--- src/rtl/prog_mem_if.sv ---
// Fetch and loader bundle between the 4-bit CPU/host and prog_mem.
// master = CPU + host side, slave = program memory.
interface prog_mem_if;
  logic [3:0] addr;
  logic [3:0] opecode;
  logic [3:0] imm;
  logic       cpu_n_rst;
  logic       load_start;
  logic       load_valid;
  logic [7:0] load_data;
  logic       load_ready;
  logic       run;
  logic       load_done;
  logic [7:0] checksum;
  logic [1:0] state_o;

  modport master (
    output addr,
    output load_start,
    output load_valid,
    output load_data,
    output run,
    input  opecode,
    input  imm,
    input  cpu_n_rst,
    input  load_ready,
    input  load_done,
    input  checksum,
    input  state_o
  );

  modport slave (
    input  addr,
    input  load_start,
    input  load_valid,
    input  load_data,
    input  run,
    output opecode,
    output imm,
    output cpu_n_rst,
    output load_ready,
    output load_done,
    output checksum,
    output state_o
  );
endinterface

--- src/rtl/prog_mem.sv ---
// 16x8 program memory with byte-wise loader and a mode FSM
// that holds the CPU in reset until a program is present.
module prog_mem #(
  parameter int DEPTH = 16
) (
  input logic       clk,
  input logic       rst,
  prog_mem_if.slave bus
);

  typedef enum logic [1:0] {
    IDLE = 2'd0,
    LOAD = 2'd1,
    RUN  = 2'd2
  } state_e;

  localparam int AW = 4;
  localparam logic [AW-1:0] LAST = AW'(DEPTH - 1);

  state_e        state_q;
  logic [AW-1:0] ptr_q;
  logic [7:0]    sum_q;
  logic          done_q;
  logic [7:0]    mem_q [DEPTH];

  always_ff @(posedge clk) begin
    if (rst) begin
      state_q <= IDLE;
      ptr_q   <= '0;
      sum_q   <= '0;
      done_q  <= 1'b0;
      for (int i = 0; i < DEPTH; i++) begin
        mem_q[i] <= '0;
      end
    end else begin
      done_q <= 1'b0;
      unique case (state_q)
        IDLE: begin
          if (bus.load_start) begin
            state_q <= LOAD;
            ptr_q   <= '0;
            sum_q   <= '0;
          end else if (bus.run) begin
            state_q <= RUN;
          end
        end
        LOAD: begin
          // a restart drops whatever word is offered in the same cycle
          if (bus.load_start) begin
            ptr_q <= '0;
            sum_q <= '0;
          end else if (bus.load_valid) begin
            mem_q[ptr_q] <= bus.load_data;
            sum_q        <= sum_q + bus.load_data;
            if (ptr_q == LAST) begin
              state_q <= RUN;
              done_q  <= 1'b1;
              ptr_q   <= '0;
            end else begin
              ptr_q <= ptr_q + 1'b1;
            end
          end
        end
        RUN: begin
          if (bus.load_start) begin
            state_q <= LOAD;
            ptr_q   <= '0;
            sum_q   <= '0;
          end
        end
        default: begin
          state_q <= IDLE;
        end
      endcase
    end
  end

  assign {bus.opecode, bus.imm} = mem_q[bus.addr];
  assign bus.load_ready = (state_q == LOAD);
  assign bus.cpu_n_rst  = (state_q == RUN);
  assign bus.state_o    = state_q;
  assign bus.load_done  = done_q;
  assign bus.checksum   = sum_q;

endmodule

--- src/flat_wrapper.sv ---
// flat-port wrapper written by rule: the top's interface ports become plain ports
module prog_mem_flat 
#(
  parameter int DEPTH = 16
)
  (clk, rst, bus_addr, bus_load_start, bus_load_valid, bus_load_data, bus_run, bus_opecode, bus_imm, bus_cpu_n_rst, bus_load_ready, bus_load_done, bus_checksum, bus_state_o);
  prog_mem_if bus_i ();
  input logic clk;
  input logic rst;
  input wire logic [$bits(bus_i.addr)-1:0] bus_addr;
  input wire logic [$bits(bus_i.load_start)-1:0] bus_load_start;
  input wire logic [$bits(bus_i.load_valid)-1:0] bus_load_valid;
  input wire logic [$bits(bus_i.load_data)-1:0] bus_load_data;
  input wire logic [$bits(bus_i.run)-1:0] bus_run;
  output wire logic [$bits(bus_i.opecode)-1:0] bus_opecode;
  output wire logic [$bits(bus_i.imm)-1:0] bus_imm;
  output wire logic [$bits(bus_i.cpu_n_rst)-1:0] bus_cpu_n_rst;
  output wire logic [$bits(bus_i.load_ready)-1:0] bus_load_ready;
  output wire logic [$bits(bus_i.load_done)-1:0] bus_load_done;
  output wire logic [$bits(bus_i.checksum)-1:0] bus_checksum;
  output wire logic [$bits(bus_i.state_o)-1:0] bus_state_o;
  assign bus_i.addr = bus_addr;
  assign bus_i.load_start = bus_load_start;
  assign bus_i.load_valid = bus_load_valid;
  assign bus_i.load_data = bus_load_data;
  assign bus_i.run = bus_run;
  assign bus_opecode = bus_i.opecode;
  assign bus_imm = bus_i.imm;
  assign bus_cpu_n_rst = bus_i.cpu_n_rst;
  assign bus_load_ready = bus_i.load_ready;
  assign bus_load_done = bus_i.load_done;
  assign bus_checksum = bus_i.checksum;
  assign bus_state_o = bus_i.state_o;
  prog_mem #(.DEPTH(DEPTH)) u_core (.clk(clk), .rst(rst), .bus(bus_i));
endmodule
--- config.mk ---
export PLATFORM = sky130hd
export DESIGN_NAME = prog_mem_flat
export DESIGN_NICKNAME = d
export VERILOG_FILES = /design/src/rtl/prog_mem_if.sv /design/src/rtl/prog_mem.sv /design/src/flat_wrapper.sv
export SDC_FILE = /design/constraint.sdc
export NUM_CORES = 1
export LEC_CHECK = 0
export BUFFER_PORTS_ARGS = -buffer_cell sky130_fd_sc_hd__buf_4
export CAP_MARGIN = 15
export CORE_AREA = 2 2 127 129
export DETAILED_ROUTE_END_ITERATION = 12
export DIE_AREA = 0 0 129 131
export HOLD_SLACK_MARGIN = 0.05
export RECOVER_POWER = 25
export SETUP_SLACK_MARGIN = 0.3
export SKIP_LAST_GASP = 1
export SLEW_MARGIN = 20
export SYNTH_ARGS = -nofsm -noshare
export SYNTH_HDL_FRONTEND = slang
export SYNTH_SLANG_ARGS = --single-unit
--- constraint.sdc ---
create_clock -name clk -period 2.57 [get_ports clk]
set_input_delay 0.3855 -clock clk [delete_from_list [all_inputs] [get_ports clk]]
set_output_delay 0.3855 -clock clk [all_outputs]
set_load 0.1 [all_outputs]
==> results of run 1 <==
## metrics by stage
stage,util (%),worst slack (ns)
finish,52.7,0.102
global route,52.7,0.0759
floorplan,-,0.280
detailed placement,49.2,0.118
global placement,49.2,0.157
CTS,53.4,0.0868
## layout by cell type, fill, tap and decap left out, types with 3 or more instances in the layout
cell / instances
sky130_fd_sc_hd__edfxtp_1: 128
sky130_fd_sc_hd__and2_1: 107
sky130_fd_sc_hd__mux4_2: 30
sky130_fd_sc_hd__buf_4: 30
sky130_fd_sc_hd__and2_0: 21
sky130_fd_sc_hd__clkbuf_1: 19
sky130_fd_sc_hd__clkbuf_16: 17
sky130_fd_sc_hd__dfxtp_1: 14
sky130_fd_sc_hd__nor2_1: 13
sky130_fd_sc_hd__nand2_1: 12
sky130_fd_sc_hd__or2_2: 12
sky130_fd_sc_hd__a21oi_1: 12
sky130_fd_sc_hd__buf_12: 12
sky130_fd_sc_hd__ha_1: 11
sky130_fd_sc_hd__mux4_1: 10
sky130_fd_sc_hd__o21ai_0: 8
sky130_fd_sc_hd__nor2_2: 6
sky130_fd_sc_hd__a21o_1: 6
sky130_fd_sc_hd__nand3_1: 6
sky130_fd_sc_hd__clkinvlp_4: 6
sky130_fd_sc_hd__nand2b_1: 5
sky130_fd_sc_hd__or2_1: 4
sky130_fd_sc_hd__xor2_1: 4
sky130_fd_sc_hd__inv_1: 3
sky130_fd_sc_hd__nor3_4: 3
sky130_fd_sc_hd__a22oi_1: 3
sky130_fd_sc_hd__a22o_1: 3
sky130_fd_sc_hd__bufinv_16: 3
## layout make-up
class | count | area, um2
fill | 1320 | 7380
timing repair buffer | 64 | 558
multi-input combinational | 295 | 2610
tap | 216 | 270
inverter | 3 | 11.3
clock buffer | 19 | 453
clock inverter | 13 | 163
sequential | 143 | 4150
## kinds of logic after synthesis
| logic type | synth area share (%) |
|---|---|
| multiplexers | 14.2 |
| AND/OR/NAND/NOR | 18.3 |
| adder cells (fa/ha/maj) | 2.25 |
| XOR/XNOR | 0.501 |
| AO/OA/AOI/OAI | 3.35 |
| buffers and inverters | 2.17 |
| flip-flops | 59.3 |
## state kept, by name, indices dropped and copies added, names as in the netlist
| signal | flops |
|---|---|
| u_core.ptr_q | 4 |
| u_core.bus.state_o | 2 |
| u_core.mem_q | 128 |
| u_core.bus.load_done | 1 |
| u_core.bus.checksum | 8 |
## worst max path at each step
stage / from / endpoint / slack (ns) / cells after the start
2_1_floorplan: bus_addr[0] / bus_imm[0] / 0.28 / 4
3_3_place_gp: bus_addr[0] / bus_imm[3] / 0.16 / 5
3_5_place_dp: bus_addr[0] / bus_imm[3] / 0.12 / 5
4_1_cts: u_core.mem_q[9][3] / bus_imm[3] / 0.09 / 3
5_1_grt: u_core.mem_q[9][4] / bus_opecode[0] / 0.08 / 3
6_report: u_core.mem_q[14][3] / bus_imm[3] / 0.10 / 3
## per-layer routing
metal	up-vias	share of wire (%)	global-route usage (%)	wire length [um]
met3	38	5.7	6.19	1010
met1	2034	43	30.2	7620
met2	164	46	34.3	8150
li1	1844	-	-	-
met5	-	0	0	0
met4	0	4.3	11.5	761
## report_power, final
| group | leakage [uW] | internal, uW | switching [uW] |
|---|---|---|---|
| Combinational | 0.00134 | 224 | 379 |
| Sequential | 0.00142 | 2610 | 58.6 |
| Clock | 0.000284 | 1580 | 964 |
## critical path, delay by kind of cell (launching register included)
kind / cells / cell delay, ns
flip-flops: 1 / 0.44
buffers and inverters: 1 / 0.19
multiplexers: 2 / 1.03
==> key figures, run 1 <==
Route
  – DRC violations left: 0
  – Vias/cell: 5.42
  – Post-Route WL: between 15,000 and 20,000 um
  – Avg WL per Cell: between 20 and 25 um
  – Via count: roughly 4,100
  – Total iterations of the first detailed-routing run: 5
  – Routed Antenna Nets: 0
  – Drt initial violations: between 400 and 500

Synthesis
  – Number of instances in the synthesized netlist: 464
  – Top cells by area, synth: sky130_fd_sc_hd__edfxtp_1 55%, sky130_fd_sc_hd__and2_1 11%, sky130_fd_sc_hd__mux4_1 9.0%
  – Share of the synthesized area in the top cell type: 55.0%
  – Total nets after synthesis: around 500
  – Most used DFF post-synth: sky130_fd_sc_hd__edfxtp_1
  – Most used standard cells in the synthesized netlist: 128 x sky130_fd_sc_hd__and2_1, 128 x sky130_fd_sc_hd__edfxtp_1, 24 x sky130_fd_sc_hd__mux4_1
  – Syn. warnings: 0
  – Number of flops mapped to enable cells by yosys: ~130
  – Cell type contributing the most total cell area after synthesis: sky130_fd_sc_hd__edfxtp_1
  – Proportion of register bits with asynchronous set or reset after synthesis: 0%
  – Count of cell types in the netlist: 44
  – Netlist Area Pre-Place: about 7000 um2
  – Yosys reg bits: around 140
  – Synthesized area per cell: about 15 um2
  – Share of the yosys chip area belonging to registers: between 50% and 60%

Critical path
  – Endpoint of the worst register-to-register path: u_core.mem_q[3][1]
  – Max stage delay cell, worst path: sky130_fd_sc_hd__mux4_2
  – Critical register-to-register path startpoint: u_core.bus.state_o[1]
  – Setup CP Type: flop to primary output
  – Most repeated library cell on the critical path: sky130_fd_sc_hd__mux4_2
  – Peak fanout along the critical path: 1
  – Largest stage delay on the critical path: ~0.53 ns
  – Crit start category: flop
  – Critical path required time: 2.18 ns
  – Worst reg2reg path depth: 5
  – CP Data Arrival Time: approximately 2.1 ns
  – Worst-case register-to-register setup slack: 0.38 ns
  – Worst setup EP type: primary output
  – Critical-path cell list: mux4_2 > mux4_2 > buf_12

Worst hold path
  – Number of stages on the worst hold path: 3
  – Worst min-delay path startpoint: bus_load_start
  – WHS Endpoint: u_core.bus.state_o[0]
  – Hold Path Class: input pin to flop

Run
  – Reported max-cap violation count: 0

Floorplanning
  – Height of the chip: 131 um
  – Number of top-level design ports: 38
  – Effective utilization at floorplan: ~45%
  – Die boundary width: between 100 and 150 um
  – Die ar.: between 15,000 and 20,000 um2
  – Area of the placeable core: 15,600 um2
  – Placement row count: 46

Clock network
  – Clock tree from TritonCTS: done
  – Total clock sinks: about 140
  – Inserted Clock Buffers: 17
  – Number of instances resized during post-cts repair: 31
  – Clock Latency Late Sink: 0.42 ns
  – Post-CTS Hold Fix Bufs: 0
  – Setup bufs post-CTS: 0
  – Level count of the clock H-tree: 4
  – Deepest clock path buffer count: 2
  – CTS root buf: sky130_fd_sc_hd__clkbuf_16
  – Clock transition at path regs: around 0.060 ns

Global routing
  – Vias in the first global route: 4,047
  – First-pass GRT wire length: 26,000 um
  – Largest net degree at the start of global routing: 27
  – Congestion Overflow GR: 0
  – Number of antenna violations at the first check in global routing: 0
  – Total Routing Usage GR: between 20% and 30%

Timing
  – Final period demand of the worst path: between 2 and 2.5 ns
  – Total Negative Setup Slacks: 0 ns
  – Final hold violations: 0
  – Fmax: between 0.4 and 0.5 GHz
  – Final Slew Violations: 0
  – Worst hold slack across all endpoints: approximately 0.25 ns
  – Largest clock skew in the final design: around 0.0052 ns
  – Final period util: a little over nine tenths
  – Max transition margin: a little under a fifth
  – Setup violation total in the final timing report: 0
  – Slew at the pin closest to its max-slew limit: 1.23 ns
  – Unrepaired setup endpoints after global routing: true

Power and ir drop
  – IR Drop Worst-Case VDD: 0.435 mV
  – Cell Pwr Density: slightly above 700 nW/um2
  – Overall power: roughly 5800 uW
  – Leakage: between 0.003 and 0.004 uW

Final layout
  – Relative area change from synthesis to final layout: 17.5%
  – Non-Filler Instances: 753
  – ANT cells: 0
  – Final cell area excluding filler cells: between 8000 and 9000 um2
  – Fraction of final layout cells sized beyond drive strength 1: roughly a quarter
  – Net count of the finished layout: 553

Placement
  – Post-Place Cell Area: 7680 um2
  – Placer congestion estimate: roughly 0.86
  – Placed wire-length estimate after detailed placement: ~13,000 um
  – Port buffer count: 37
  – Cell count after placement: 721

Status
  – Run status: complete, no violations
(Power assumes the default switching activity.)
==> run 2, diff against run 1 <==
Settings changed: REMOVE_ABC_BUFFERS set to 1.
==> key figures, run 2 (synthesized netlist as in run 1, its figures left out) <==
Final layout
  – Fraction of final layout cells sized beyond drive strength 1: 24.5% (-0.29 points)
  – Final cell area excluding filler cells: 8070 um2 (-1.8%)
  – Net count of the finished layout: 543 (-1.8%)
  – Max FFs per register: 128 (unchanged)
  – Filler Cell Count: 1,324 (+0.30%)
  – Relative area change from synthesis to final layout: 15.4%
  – Most frequent standard cell in the layout excluding fill and tap cells: sky130_fd_sc_hd__edfxtp_1
  – Most frequent cells in the layout: 128 x sky130_fd_sc_hd__edfxtp_1, 109 x sky130_fd_sc_hd__and2_1, 34 x sky130_fd_sc_hd__mux4_2
  – Largest reg by FF count: u_core.mem_q
  – Non-Filler Instances: 744 (-1.2%)

Worst hold path
  – Hold Path Class: input pin to flop
  – Number of stages on the worst hold path: 3 (unchanged)

Status
  – Run status: complete, no violations

Timing
  – Final hold violations: 0 (unchanged)
  – Setup violation total in the final timing report: 0 (unchanged)
  – Slew at the pin closest to its max-slew limit: 1.18 ns (-0.0514 ns)
  – Largest clock skew in the final design: 0.00821 ns (+0.00301 ns)
  – Final Slew Violations: 0 (unchanged)
  – Unrepaired setup endpoints after global routing: true
  – Max transition margin: 22.0% (+3.4 points)
  – Final period util: 95.7% (-0.36 points)
  – Fmax: 0.407 GHz (+0.38%)
  – Final period demand of the worst path: 2.46 ns (-0.00932 ns)

Run
  – Reported max-cap violation count: 0 (unchanged)

Global routing
  – Number of antenna violations at the first check in global routing: 1 (+1)
  – Total Routing Usage GR: 20.8% (-1.8 points)
  – Vias in the first global route: 3,927 (-3.0%)
  – First-pass GRT wire length: 24,600 um (-5.3%)
  – Congestion Overflow GR: 0 (unchanged)
  – Largest net degree at the start of global routing: 33 (+22%)

Critical path
  – Crit start category: flop
  – Setup CP Type: flop to primary output
  – Worst setup EP type: primary output
  – CP Data Arrival Time: 2.07 ns (about the same)
  – Critical path required time: 2.18 ns (about the same)
  – Critical-path cell list: mux4_2 > mux4_2 > buf_12
  – Most repeated library cell on the critical path: sky130_fd_sc_hd__mux4_2
  – Worst reg2reg path depth: 5 (unchanged)
  – Peak fanout along the critical path: 1 (unchanged)
  – Max stage delay cell, worst path: sky130_fd_sc_hd__mux4_2
  – Largest stage delay on the critical path: 0.50 ns (-0.03 ns)

Placement
  – Cell count after placement: 711 (-1.4%)
  – Placed wire-length estimate after detailed placement: 11,400 um (-9.7%)
  – Post-Place Cell Area: 7550 um2 (-1.6%)
  – Placer congestion estimate: 0.908 (+5.9%)
  – Port buffer count: 37 (unchanged)

Power and ir drop
  – Switching pwr: 1430 uW (+2.2%)
  – Cell Pwr Density: 706 nW/um2 (-0.21%)
  – Leakage: 0.00298 uW (-2.5%)
  – Relative contribution of the clock network to total power: 42.9% (-0.8 points)
  – Portion of total power attributed to sequential cells: 46.6% (+0.7 points)
  – IR Drop Worst-Case VDD: 0.526 mV (+21%)
  – Share of total power in combinational logic: 10.4% (about the same)
  – Cell-internal power: 4260 uW (-3.3%)
  – Switching part of the total power: 25.1% (+1.0 points)

Clock network
  – Setup bufs post-CTS: 0 (unchanged)
  – Clock Latency Late Sink: 0.42 ns (about the same)
  – Total clock sinks: 143 (unchanged)
  – Deepest clock path buffer count: 2 (unchanged)
  – Level count of the clock H-tree: 4 (unchanged)
  – Clock tree from TritonCTS: done
  – CTS root buf: sky130_fd_sc_hd__clkbuf_16
  – Number of instances resized during post-cts repair: 38 (+23%)
  – Clock transition at path regs: 0.06 ns (about the same)
  – Inserted Clock Buffers: 17 (unchanged)
  – Post-CTS Hold Fix Bufs: 0 (unchanged)

Route
  – Post-Route WL: 16,500 um (-6.2%)
  – Vias/cell: 5.42 (about the same)
  – Avg WL per Cell: 22.1 um (-5.0%)
  – Via count: 4,032 (-1.2%)
  – Routed Antenna Nets: 0 (unchanged)
  – Total iterations of the first detailed-routing run: 4 (-1)
  – DRC violations left: 0 (unchanged)
  – Drt initial violations: 400 (-15%)

Floorplanning
  – Placement row count: 46 (unchanged)
  – Number of top-level design ports: 38 (unchanged)
  – Die ar.: 16,900 um2 (unchanged)
  – Die boundary width: 129 um (unchanged)
  – Area of the placeable core: 15,600 um2 (unchanged)
  – Height of the chip: 131 um (unchanged)
  – Effective utilization at floorplan: 44.8% (unchanged)
[run 2: cell types whose count changed in the layout (fill, tap and decap cells not counted), sizes merged]
cell,change
buf,-7
bufinv,-1
clkbuf,-4
clkinvlp,-2
diode,+1
inv,+4
[run 2: through the flow]
stage / setup slack, ns / total power [uW] / setup TNS [ns] / hold WS [ns] / util (%)
floorplan: -0.595 / 3040 / -16.72 / 0.455 / -
finish: 0.112 / 5700 / 0 / 0.274 / 51.7
global route: 0.0901 / 5860 / 0 / 0.280 / 51.7
CTS: 0.114 / 5740 / 0 / 0.261 / 52.4
detailed placement: 0.156 / 3250 / 0 / 0.479 / 48.4
global placement: 0.174 / 3240 / 0 / 0.475 / 48.4
[run 2: worst paths after layout]
path                           from                      to  slack [ns]
max              u_core.mem_q[4][4]          bus_opecode[0]        0.11
min                  bus_load_start   u_core.bus.state_o[0]        0.27
max reg2reg   u_core.bus.state_o[0]      u_core.mem_q[5][7]        0.31
min reg2reg  u_core.bus.checksum[5]  u_core.bus.checksum[5]        0.49
[run 2: layer usage]
layer | vias to the layer above | GRT usage [%] | wire, um
li1 | 1822 | - | -
met3 | 31 | 4.32 | 951
met5 | - | 0 | 11
met4 | 2 | 8.44 | 478
met2 | 144 | 32.6 | 7750
met1 | 2033 | 28.7 | 7260
[run 2: final cells by class]
class	count	area (um2)	share of cell area (%)
Antenna cell	1	2.50	0.0310
Clock buffer	18	429	5.32
Clock inverter	14	156	1.94
Inverter	3	11.3	0.140
Multi-Input combinational cell	295	2590	32.2
Sequential cell	143	4140	51.4
Tap cell	216	270	3.35
Timing Repair Buffer	54	458	5.68
[run 2: power by group through the flow]
stage	clock (uW)	combinational [uW]	sequential, uW
final	2450	593	2660
after global routing	2580	622	2660
after CTS	2470	605	2660
after detailed placement	0	552	2700
after global placement	0	543	2700
after floorplan	0	331	2710
[run 2: critical path: cells and delay by family, from the launching register on]
kind | cells | cell delay, ns
buf+inv | 1 | 0.19
mux | 2 | 0.99
flops | 1 | 0.48
